--- config.mk ---
export PLATFORM = sky130hd
export DESIGN_NAME = shifter_sr_seq
export DESIGN_NICKNAME = d
export VERILOG_FILES = /design/src/rtl/shifter_pkg.sv /design/src/rtl/shifter_sr_seq.sv
export SDC_FILE = /design/constraint.sdc
export NUM_CORES = 1
export LEC_CHECK = 0
export CORE_AREA = 2 2 60 62
export CTS_CLUSTER_DIAMETER = 150
export DETAILED_ROUTE_END_ITERATION = 10
export DIE_AREA = 0 0 62 64
export PLACE_DENSITY = 0.71
export SYNTH_ARGS = -nofsm -noshare
export SYNTH_HDL_FRONTEND = slang
export SYNTH_SLANG_ARGS = --single-unit
--- constraint.sdc ---
create_clock -name i_clk -period 3 [get_ports i_clk]
set_input_delay 0.3 -clock i_clk [delete_from_list [all_inputs] [get_ports i_clk]]
set_output_delay 0.3 -clock i_clk [all_outputs]
set_load 0.005 [all_outputs]
--- src/rtl/shifter_pkg.sv ---
// Shared types and sign-magnitude field helpers for the shifter family.
// Helpers take a zero-extended operand plus its real width so that one copy serves every N.
package shifter_pkg;

  typedef enum logic [1:0] {IDLE, SHIFT, DONE} shr_state_t;

  localparam int unsigned SM_MAX_W = 64;

  function automatic logic sign_of(input logic [SM_MAX_W-1:0] v, input int unsigned w);
    return |(v & (SM_MAX_W'(1) << (w - 1)));
  endfunction

  function automatic logic [SM_MAX_W-1:0] mag_of(input logic [SM_MAX_W-1:0] v, input int unsigned w);
    return v & ((SM_MAX_W'(1) << (w - 1)) - SM_MAX_W'(1));
  endfunction

endpackage

--- src/rtl/shifter_sr_seq.sv ---
// Iterative sign-magnitude right shifter: one magnitude bit per clock, sticky lost-bit flag.
// state | meaning
// IDLE  | waiting for i_start
// SHIFT | magnitude shifting right, one bit per edge
// DONE  | result valid for one cycle, i_start may chain the next operation
module shifter_sr_seq
  import shifter_pkg::*;
#(
  parameter int N = 8
) (
  input  logic         i_clk,
  input  logic         i_rst_n,
  input  logic         i_start,
  input  logic [N-1:0] i_a,
  input  logic [N-1:0] i_b,
  output logic         o_busy,
  output logic         o_done,
  output logic [N-1:0] o_out,
  output logic         o_err,
  output logic         o_inexact
);

  shr_state_t state, state_nxt;

  logic [N-2:0] mag, mag_nxt;
  logic [N-2:0] cnt, cnt_nxt;
  logic         sign, sign_nxt;
  logic         sticky, sticky_nxt;

  logic         res_load;
  logic [N-1:0] res_out;
  logic         res_err;
  logic         res_inexact;

  logic         a_sign, b_sign;
  logic [N-2:0] a_mag, b_mag;

  assign a_sign = sign_of(SM_MAX_W'(i_a), N);
  assign b_sign = sign_of(SM_MAX_W'(i_b), N);
  assign a_mag  = (N-1)'(mag_of(SM_MAX_W'(i_a), N));
  assign b_mag  = (N-1)'(mag_of(SM_MAX_W'(i_b), N));

  always_comb begin
    state_nxt   = state;
    mag_nxt     = mag;
    cnt_nxt     = cnt;
    sign_nxt    = sign;
    sticky_nxt  = sticky;
    res_load    = 1'b0;
    res_out     = '0;
    res_err     = 1'b0;
    res_inexact = 1'b0;

    case (state)
      IDLE, DONE: begin
        state_nxt = IDLE;
        if (i_start) begin
          sign_nxt   = a_sign;
          mag_nxt    = a_mag;
          cnt_nxt    = b_mag;
          sticky_nxt = 1'b0;
          if (b_sign) begin
            // Negative amount: zero result, error only, nothing shifted.
            state_nxt = DONE;
            res_load  = 1'b1;
            res_err   = 1'b1;
          end else if (b_mag == '0 || a_mag == '0) begin
            state_nxt = DONE;
            res_load  = 1'b1;
            res_out   = {a_sign, a_mag};
          end else begin
            state_nxt = SHIFT;
          end
        end
      end

      SHIFT: begin
        sticky_nxt = sticky | mag[0];
        mag_nxt    = mag >> 1;
        cnt_nxt    = (cnt != '0) ? cnt - 1'b1 : cnt;
        // Stop early once the magnitude is exhausted; further shifts change nothing.
        if (cnt_nxt == '0 || mag_nxt == '0) begin
          state_nxt   = DONE;
          res_load    = 1'b1;
          res_out     = {sign, mag_nxt};
          res_inexact = sticky_nxt;
        end
      end

      default: state_nxt = IDLE;
    endcase
  end

  always_ff @(posedge i_clk or negedge i_rst_n) begin
    if (!i_rst_n) begin
      state     <= IDLE;
      mag       <= '0;
      cnt       <= '0;
      sign      <= 1'b0;
      sticky    <= 1'b0;
      o_out     <= '0;
      o_err     <= 1'b0;
      o_inexact <= 1'b0;
    end else begin
      state  <= state_nxt;
      mag    <= mag_nxt;
      cnt    <= cnt_nxt;
      sign   <= sign_nxt;
      sticky <= sticky_nxt;
      if (res_load) begin
        o_out     <= res_out;
        o_err     <= res_err;
        o_inexact <= res_inexact;
      end
    end
  end

  assign o_busy = (state == SHIFT);
  assign o_done = (state == DONE);

endmodule
==> impl_metrics.env <==
export IMPL_ant_nets=0
export IMPL_grt_start_max_net_pins=29
export IMPL_vias_per_cell=5.81
export IMPL_firstDrtPassIters=4
export IMPL_finalSetupTns_ps=0
export IMPL_drc=0
export IMPL_hpwlAfterDp_mm=2.60
export IMPL_synthesis_nets=166
export IMPL_avgSynthCellArea_um2=10.1
export IMPL_grt_pass1_wl_mm=5.93
export IMPL_dieArea_mm2=0.00397
export IMPL_cts_resized=0
export IMPL_cts_setup_buffers=0
export IMPL_hold_ws_ps=323
export IMPL_slew_headroom=0.547
export IMPL_yosysSeqAreaShare=0.477
export IMPL_diodes=0
export IMPL_synth_edf_count=0
export IMPL_hold_buffers=0
export IMPL_fin_skew_ps=4.25
export IMPL_drtIter0Drc=74
export IMPL_required_ps=3240
export IMPL_root_buffer="clkbuf_4"
export IMPL_antenna_found_initial=0
export IMPL_cts_max_level=1
export IMPL_vdd_drop_max_uv=375
export IMPL_drv_slew=0
export IMPL_drive_gt1_frac=0.149
export IMPL_setup_viol=0
export IMPL_fin_crit_ps=2500
export IMPL_synth_area_mm2=0.00147
export IMPL_rows=21
export IMPL_overflow=0
export IMPL_boundaryPins=31
export IMPL_path_clk_slew_ps=160
export IMPL_rsz0062_at_grt="no"
export IMPL_cts_tree="yes"
export IMPL_fin_nets=203
export IMPL_fp_dieW_um=62
export IMPL_critical_path_cell_chain="inv_1 > ha_1 > nor3b_1 > nand4_1 > a2111oi_4 > a211oi_4 > a221o_1"
export IMPL_path_buf_inv=1
export IMPL_cts_inserted_buffers=3
export IMPL_ys_seq_elements=28
export IMPL_yosysUniqueCellTypes=39
export IMPL_insertion_delay_ps=330
export IMPL_netlist_instances=145
export IMPL_clock_path_buffers=2
export IMPL_gp_congestion=0.911
export IMPL_async_flop_share=1.00
export IMPL_max_freq_ghz=0.400
export IMPL_power_leakage_nw=0.857
export IMPL_cts_sinks=28
export IMPL_crit_path_end_kind="register"
export IMPL_critPathMaxStageDelay_ps=510
export IMPL_cap_violations=0
export IMPL_yosysWarnings=0
export IMPL_crit_type="register to register"
export IMPL_worst_pin_slew_ps=674
export IMPL_powerDensity_mw_per_mm2=881
export IMPL_hp_class="input port to asynchronous set/reset pin"
export IMPL_fillers=282
export IMPL_vias=1318
export IMPL_post_route_period_util=0.834
export IMPL_crit_path_max_fanout=10
export IMPL_die_y_um=64
export IMPL_power_total_w=0.00168
export IMPL_ys_flop_type="dfrtp_1"
export IMPL_port_buffers=30
export IMPL_wire_per_inst_um=15.6
export IMPL_start_util=0.448
export IMPL_cp_top_family="compound AO/OA/AOI/OAI gates"
export IMPL_groute_usage_overall=0.194
export IMPL_critical_path_slowest_cell="nor3b_1"
export IMPL_startpoint_type="register"
export IMPL_worstPathArrival_ps=2740
export IMPL_grt_pass1_vias=1274
export IMPL_status="completed"
export IMPL_core_mm2=0.00328
export IMPL_hold_violations=0
export IMPL_area_growth_pct=29.7
export IMPL_finalWirelength_mm=3.55
==> state kept, by name, indices dropped and copies added, names as in the netlist <==
signal,flops
cnt,7
sign,1
state,2
o_inexact,1
mag,7
o_err,1
o_out,8
sticky,1
==> report_power, final <==
part | internal, W | switching, W | leakage (nW) | total [W]
sequential | 0.000527 | 0.000146 | 0.358 | 0.000672
combinational | 0.000355 | 0.000402 | 0.472 | 0.000757
clock | 0.000135 | 0.000115 | 0.0279 | 0.000250
total | 0.00102 | 0.000663 | 0.857 | 0.00168
==> final timing paths <==
kind / depth (start not counted) / endpoint / start / slack [ps]
max in group asynchronous: 2 / state[0] / i_rst_n / 2420
min: 2 / o_inexact / i_rst_n / 320
min reg2reg: 1 / o_out[4] / o_out[4] / 500
min in group i_clk: 1 / o_out[4] / o_out[4] / 500
max: 7 / o_out[5] / cnt[0] / 500
max reg2reg: 7 / o_out[5] / cnt[0] / 500
==> layout by cell type, fill, tap and decap left out, drive strengths merged, types with 3 or more instances in the layout <==
cell	count
nor2	8
clkbuf	3
clkdlybuf4s50	30
nand2	23
nor4	3
a221o	6
a22oi	6
o21ai	6
a21o	5
a22o	8
nor3	10
a31oi	3
inv	7
buf	5
a211oi	3
dfrtp	28
==> stage by stage <==
step,setup slack [ps],std cells,cell area (um^2),util
after floorplan,641,145,1470,-
after CTS,554,227,1910,0.581
final,498,227,1910,0.581
after global placement,713,223,1850,0.565
after global routing,295,227,1910,0.581
after detailed placement,569,223,1850,0.565
==> cell families (layout without fill, tap and decap cells) <==
family / Yosys count / in the layout / share of synthesized area
xor+xnor: 1 / 1 / 0.00596
simple gates: 58 / 58 / 0.197
flops: 28 / 28 / 0.477
fa+ha+maj: 2 / 2 / 0.0170
compound gates: 45 / 45 / 0.271
buf+inv: 10 / 46 / 0.0255
mux: 1 / 1 / 0.00681
==> metal layers <==
metal  wire [um]  vias up  part of all wire  GRT usage
met1        1620      652              0.46      0.291
met2        1710       49              0.48      0.292
li1            -      613                 -          -
met4          27        0            0.0076     0.0452
met3         194        4             0.055     0.0283
met5           0        -                 0          0
==> synth_stat cells (all sizes together) (2+ instances only) <==
library cell / number / area share
nor2b: 2 / 0.0085
a22o: 8 / 0.054
nand2: 23 / 0.059
or2b: 2 / 0.014
a31oi: 3 / 0.013
nor3: 10 / 0.034
clkbuf: 3 / 0.0077
nand2b: 2 / 0.0085
nor4: 3 / 0.013
ha: 2 / 0.017
a21o: 5 / 0.030
inv: 7 / 0.018
o21ai: 6 / 0.020
dfrtp: 28 / 0.48
a22oi: 6 / 0.031
a221o: 6 / 0.042
a211oi: 3 / 0.024
nor2: 8 / 0.020
nor3b: 2 / 0.010
==> layout make-up <==
cell class / count / area, um^2 / share of cell area
multi-input cells: 107 / 732 / 0.384
clock inverters: 1 / 30.0 / 0.0157
well taps: 46 / 57.6 / 0.0302
repair buffers: 35 / 338 / 0.177
flip-flops and latches: 28 / 701 / 0.367
clock buffers: 3 / 22.5 / 0.0118
inverters: 7 / 26.3 / 0.0138
Note: power is estimated with default switching activity, not from simulation.
